===== config.mk =====
export PLATFORM = sky130hd
export DESIGN_NAME = ahb_mst_port
export DESIGN_NICKNAME = d
export VERILOG_FILES = /design/src/rtl/ahb_pkg.sv /design/src/rtl/ahb_mst_timer.sv /design/src/rtl/ahb_mst_port.sv
export SDC_FILE = /design/constraint.sdc
export NUM_CORES = 1
export LEC_CHECK = 0
export ABC_AREA = 0
export ABC_CLOCK_PERIOD_IN_PS = 1820
export BUFFER_PORTS_ARGS = -buffer_cell sky130_fd_sc_hd__buf_2
export CAP_MARGIN = 20
export CORE_UTILIZATION = 30
export DETAILED_ROUTE_END_ITERATION = 10
export MAX_ROUTING_LAYER = met4
export PLACE_DENSITY_LB_ADDON = 0.3
export SYNTH_ARGS = -nofsm -noshare
export SYNTH_HDL_FRONTEND = slang
export SYNTH_HIERARCHICAL = 1
export SYNTH_SLANG_ARGS = --single-unit

===== constraint.sdc =====
create_clock -name clk -period 1.82 [get_ports clk]
set_input_delay 0.182 -clock clk [delete_from_list [all_inputs] [get_ports clk]]
set_output_delay 0.182 -clock clk [all_outputs]
set_load 0.1 [all_outputs]

===== src/rtl/ahb_pkg.sv =====
// ahb_pkg: shared state type, response codes and defaults for the AHB-lite master port.
// Latency: n/a (types and constants only).
// Backpressure: n/a. Provides fallback widths when AHB_ADDR_WIDTH / AHB_DATA_WIDTH are not set.
`ifndef AHB_ADDR_WIDTH
`define AHB_ADDR_WIDTH 32
`endif
`ifndef AHB_DATA_WIDTH
`define AHB_DATA_WIDTH 32
`endif

package ahb_pkg;

  typedef enum logic [2:0] {
    ST_IDLE = 3'd0,
    ST_REQ  = 3'd1,
    ST_ADDR = 3'd2,
    ST_DATA = 3'd3,
    ST_CAPT = 3'd4,
    ST_RESP = 3'd5
  } mst_state_t;

  localparam logic RSP_OKAY = 1'b0;
  localparam logic RSP_ERR  = 1'b1;

  localparam int TIMEOUT_DFLT = 255;

endpackage


===== src/rtl/ahb_mst_timer.sv =====
// ahb_mst_timer: loadable down-counter used as a per-phase watchdog.
// Latency: expired is combinational from the count; load/clr/decrement take effect next cycle.
// Backpressure: none; counts only while en is high and stops at zero.
module ahb_mst_timer #(
  parameter int W = 8
) (
  input  logic         clk,
  input  logic         rstn,
  input  logic         load,
  input  logic         clr,
  input  logic         en,
  input  logic [W-1:0] load_val,
  output logic         expired
);

  logic [W-1:0] cnt_d;
  logic [W-1:0] cnt_q;

  // Load wins over clear so a phase entry always starts a fresh count.
  always_comb begin
    cnt_d = cnt_q;
    if (load) begin
      cnt_d = load_val;
    end else if (clr) begin
      cnt_d = '0;
    end else if (en && (cnt_q != '0)) begin
      cnt_d = cnt_q - 1'b1;
    end
  end

  // Count register.
  always_ff @(posedge clk or negedge rstn) begin
    if (!rstn) cnt_q <= '0;
    else       cnt_q <= cnt_d;
  end

  // A count of one means this is the last allowed cycle of the phase.
  assign expired = en && (cnt_q == W'(1));

endmodule


===== src/rtl/ahb_mst_port.sv =====
// ahb_mst_port: single-outstanding CPU load/store to AHB-lite bus-request/address/data sequencer.
// Latency: rsp_valid 5 cycles after the accept cycle, +1 per REQ cycle without grant, +2 per lost grant, +1 per DATA wait.
// Backpressure: req_ready only in IDLE; response held until rsp_ready. Optional watchdog: AHB_MST_TIMEOUT_EN.
module ahb_mst_port
  import ahb_pkg::*;
#(
  parameter int ADDR_W  = `AHB_ADDR_WIDTH,
  parameter int DATA_W  = `AHB_DATA_WIDTH,
  parameter int TIMEOUT = TIMEOUT_DFLT
) (
  input  logic              clk,
  input  logic              rstn,
  input  logic              req_valid,
  output logic              req_ready,
  input  logic [ADDR_W-1:0] req_addr,
  input  logic              req_write,
  input  logic [DATA_W-1:0] req_wdata,
  output logic              rsp_valid,
  input  logic              rsp_ready,
  output logic [DATA_W-1:0] rsp_rdata,
  output logic              rsp_err,
  output logic              hbusreq,
  input  logic              hgrant,
  output logic [ADDR_W-1:0] haddr,
  output logic              haddr_ctrl,
  output logic              hwrite,
  output logic [DATA_W-1:0] hwdata,
  input  logic [DATA_W-1:0] hdata_s2m,
  input  logic              hready_s2m,
  input  logic              hresp_s2m
);

  mst_state_t        state_d, state_q;
  logic [ADDR_W-1:0] addr_d, addr_q;
  logic              wr_d, wr_q;
  logic [DATA_W-1:0] wdata_d, wdata_q;
  logic [DATA_W-1:0] rsp_rdata_d, rsp_rdata_q;
  logic              rsp_err_d, rsp_err_q;
  logic              tmo_expired;
  logic              drive_bus;

  // Next-state, request latch (IDLE only) and response capture.
  always_comb begin
    state_d     = state_q;
    addr_d      = addr_q;
    wr_d        = wr_q;
    wdata_d     = wdata_q;
    rsp_rdata_d = rsp_rdata_q;
    rsp_err_d   = rsp_err_q;
    case (state_q)
      ST_IDLE: begin
        if (req_valid) begin
          addr_d  = req_addr;
          wr_d    = req_write;
          wdata_d = req_wdata;
          state_d = ST_REQ;
        end
      end
      ST_REQ: begin
        if (hgrant) begin
          state_d = ST_ADDR;
        end else if (tmo_expired) begin
          rsp_rdata_d = '0;
          rsp_err_d   = RSP_ERR;
          state_d     = ST_RESP;
        end
      end
      // Grant lost during the address cycle: re-arbitrate.
      ST_ADDR: state_d = hgrant ? ST_DATA : ST_REQ;
      ST_DATA: begin
        if (hready_s2m) begin
          state_d = ST_CAPT;
        end else if (tmo_expired) begin
          rsp_rdata_d = '0;
          rsp_err_d   = RSP_ERR;
          state_d     = ST_RESP;
        end
      end
      // Error responses never carry data, even on a load.
      ST_CAPT: begin
        rsp_rdata_d = (wr_q || hresp_s2m) ? '0 : hdata_s2m;
        rsp_err_d   = hresp_s2m ? RSP_ERR : RSP_OKAY;
        state_d     = ST_RESP;
      end
      ST_RESP: begin
        if (rsp_ready) state_d = ST_IDLE;
      end
      default: state_d = ST_IDLE;
    endcase
  end

  // State, request latch and response registers.
  always_ff @(posedge clk or negedge rstn) begin
    if (!rstn) begin
      state_q     <= ST_IDLE;
      addr_q      <= '0;
      wr_q        <= 1'b0;
      wdata_q     <= '0;
      rsp_rdata_q <= '0;
      rsp_err_q   <= 1'b0;
    end else begin
      state_q     <= state_d;
      addr_q      <= addr_d;
      wr_q        <= wr_d;
      wdata_q     <= wdata_d;
      rsp_rdata_q <= rsp_rdata_d;
      rsp_err_q   <= rsp_err_d;
    end
  end

`ifdef AHB_MST_TIMEOUT_EN
  localparam int TW = $clog2(TIMEOUT + 1);
  logic tmo_run;
  logic tmo_load;
  assign tmo_run  = (state_q == ST_REQ) || (state_q == ST_DATA);
  assign tmo_load = (state_d != state_q) && ((state_d == ST_REQ) || (state_d == ST_DATA));

  ahb_mst_timer #(.W(TW)) u_timer (
    .clk      (clk),
    .rstn     (rstn),
    .load     (tmo_load),
    .clr      (!tmo_run),
    .en       (tmo_run),
    .load_val (TW'(TIMEOUT)),
    .expired  (tmo_expired)
  );
`else
  logic unused_timeout;
  assign unused_timeout = (TIMEOUT != 0);
  assign tmo_expired    = 1'b0;
`endif

  // Bus-side and handshake outputs decoded from state; bus fields are zero outside REQ..CAPT.
  assign drive_bus  = (state_q == ST_REQ) || (state_q == ST_ADDR) ||
                      (state_q == ST_DATA) || (state_q == ST_CAPT);
  assign hbusreq    = ((state_q == ST_REQ) && !(tmo_expired && !hgrant)) || (state_q == ST_ADDR);
  assign haddr_ctrl = (state_q == ST_ADDR);
  assign haddr      = drive_bus ? addr_q  : '0;
  assign hwrite     = drive_bus ? wr_q    : 1'b0;
  assign hwdata     = drive_bus ? wdata_q : '0;
  assign req_ready  = (state_q == ST_IDLE);
  assign rsp_valid  = (state_q == ST_RESP);
  assign rsp_rdata  = rsp_rdata_q;
  assign rsp_err    = rsp_err_q;

endmodule


==> impl_metrics.py <==
metrics = {
    "outcome": {
        "status": "finished with violations",
        "violations": "setup timing",
    },
    "floorplanning": {
        "start_util_pct": 30.8,
        "fp.dieW_um": 127,
        "std_cell_rows": 45,
        "ioPinCount": 206,
        "coreArea_mm2": 0.0152,
        "dieArea_mm2": 0.0161,
        "die_h_um": 127,
    },
    "setup_path": {
        "cpLargestDelayFamily": "buffers and inverters",
        "critical-path-max-stage-delay_ps": 450,
        "r2r_setup_slack_ps": 50,
        "worstPathCellList": "nor3_4 > buf_6 > nor2_4 > buf_12 > buf_16 > and2_4 > buf_12",
        "cp.arrival_ps": 1810,
        "slowest_stage": "dfrtp_2",
        "endpoint_kind": "output pin",
        "critPathBufInv": 4,
        "cp_data_required_time_ps": 1640,
        "path_max_fanout": 12,
        "setup.worst_path.start_class": "register",
        "cpMostUsedCell": "buf_12",
        "worstSetupPathType": "register to output pin",
    },
    "sta": {
        "fin_crit_ps": 1990,
        "fmax_mhz": 502,
        "fin_crit_sh_pct": 109,
        "final-setup-viol-count": 65,
        "drv_slew": 0,
        "fin_ws_ps": -172,
        "fin_worst_skew_ps": 9.91,
        "rsz0062_at_grt": "yes",
        "hold_viol": 0,
        "timing.slew.headroom_pct": 66.0,
        "finalSetupTns_ps": -10100,
        "worstMarginPinSlew_ps": 513,
    },
    "grt": {
        "grt_max_degree": 66,
        "grt_pass1_vias": 3729,
        "grt_overflow_total": 0,
        "gr-usage-all-layers_pct": 16.1,
        "antenna_found_initial": 0,
        "grt_pass1_wl_um": 19500,
    },
    "synthesis": {
        "synth_xor_xnor_area_share_pct": 0.187,
        "synth_nets": 481,
        "synth_largest_area_cell": "dfrtp_1",
        "ys.warnings.count": 6,
        "synth.avg_cell_area_um2": 12.4,
        "synthAdderAreaFrac_pct": 0,
        "synth_mux_area_share_pct": 20.4,
        "synth.distinct_cells": 26,
        "synth_area_leaders": "dfrtp_1 54%, mux2_4 16%, and2_1 8.7%, nand2_1 5.3%, mux2_2 4.1%",
        "synth_compound_area_share_pct": 4.27,
        "synth_seq_cells": 101,
        "yosys.area_share.simple_pct": 15.8,
        "synth_area_mm2": 0.00469,
        "synth_cells": 377,
        "seq_area_frac_synth_pct": 53.9,
        "netlist.area_leader.share_pct": 53.9,
        "synth_top_family_by_area": "multiplexers",
    },
    "cells_and_area": {
        "post-route-util_pct": 49.7,
        "fillers": 1344,
        "layout_common_cells": "136 x buf_2, 99 x dfrtp_1, 75 x buf_12",
        "n_antenna_cell": 0,
        "final_nets": 694,
        "final_area_mm2": 0.00756,
        "layoutNonFillerInstCount": 782,
        "drive_above_1_share_pct": 64.6,
        "final_common_cell": "buf_2",
        "area_delta_synth_final_pct": 61.3,
    },
    "route": {
        "wl_met2_um": 6030,
        "wl_um": 12200,
        "top_layer_used": "met4",
        "wl_met3_um": 523,
        "wl_per_cell_um": 15.6,
        "met1Wirelength_um": 5390,
        "drc": 0,
        "drtPass1Iterations": 4,
        "drt_iter0_drc": 105,
        "via_per_inst": 4.47,
        "via_count": 3492,
        "ant_nets": 0,
    },
    "clock_network": {
        "cts_buffers": 9,
        "h-tree-depth": 3,
        "clk_pin_slew_ps": 70,
        "clock_latency_ps": 340,
        "root_buffer": "clkbuf_16",
        "clock_sinks": 101,
        "cts_tree": "done",
        "cts_buffer_depth": 2,
    },
    "worst_hold_path": {
        "hp-class": "input port to register",
    },
    "place": {
        "dp.cells": 756,
        "placed_cell_area_mm2": 0.00705,
        "place.gp.congestion": 0.798,
        "dp_hpwl_um": 8640,
        "port_buffers": 205,
    },
    "job": {
        "maxCapViolCount": 0,
    },
}
[cells in the mapped netlist]
cell type / number
a21oi_1: 1
a221oi_2: 1
and2_1: 65
and2_4: 1
and3b_1: 1
buf_12: 6
buf_2: 4
buf_4: 3
buf_6: 4
clkbuf_1: 5
clkbuf_2: 5
dfrtp_1: 101
mux2_2: 17
mux2_4: 51
nand2_1: 66
nand3b_1: 2
nor2_1: 4
nor3_4: 1
nor4_1: 1
o211ai_1: 1
o21a_1: 1
o21ai_0: 31
o21ai_1: 2
or2b_1: 1
or3b_1: 1
xnor2_1: 1
[per-stage QoR]
| step | hold slack (ps) | setup WS [ps] |
|---|---|---|
| floorplan | -114 | -492 |
| global placement | 163 | 150 |
| detailed placement | 176 | 104 |
| CTS | 47.1 | -221 |
| global route | 50.5 | -241 |
| finish | 69.8 | -172 |
[routing by layer]
| metal | up-vias | global-route usage, % |
|---|---|---|
| met2 | 106 | 26.1 |
| met1 | 1705 | 19.6 |
| met3 | 17 | 3.02 |
| met5 | - | - |
| li1 | 1664 | - |
| met4 | 0 | 7.00 |
[path summary, 6_finish.rpt]
path                                from            end  depth (start not counted)
setup / recovery              state_q[1]      haddr[12]                          7
hold / removal               req_addr[6]      addr_q[6]                          2
setup reg to reg              state_q[1]        rsp_err                          5
hold reg to reg            rsp_rdata[10]  rsp_rdata[10]                          2
max in group asynchronous           rstn    wdata_q[13]                          3
min in group asynchronous           rstn  rsp_rdata[14]                          2
[kinds of logic after synthesis]
| logic type | count (synthesis) |
|---|---|
| buf+inv | 27 |
| simple gates | 143 |
| compound gates | 37 |
| mux | 68 |
| flops | 101 |
| xor+xnor | 1 |
[state kept, by name, summed over array words and instances, names as in the netlist]
register and count:
addr_q 32, rsp_rdata 32, wdata_q 32, state_q 3, rsp_err 1, wr_q 1
[area by class of cell]
type | count | area [µm²] | share of cell area, %
Clock buffer | 11 | 253 | 3.34
Clock inverter | 4 | 47.5 | 0.629
Multi-Input combinational cell | 249 | 2080 | 27.5
Sequential cell | 101 | 2530 | 33.5
Tap cell | 188 | 235 | 3.11
Timing Repair Buffer | 229 | 2410 | 31.9
[what timing repair did]
action / 4_1_cts / 5_1_grt
endpoints found under the hold margin: 32 / 0
hold buffers: 1 / 0
pin swaps: 2 / 1
setup buffers: 5 / 1
resized for setup: 11 / 2
endpoints found under the setup margin: 69 / 67
gates cloned: 3 / 2
[worst register-to-register path, delay by kind of cell (launching register included)]
kind / cells / cell delay (ps)
mux: 1 / 300
flops: 1 / 450
buf+inv: 3 / 490
simple gates: 1 / 420
Power is not shown: default switching activity piles up to over one toggle a cycle in this logic, so the estimate is an artifact.
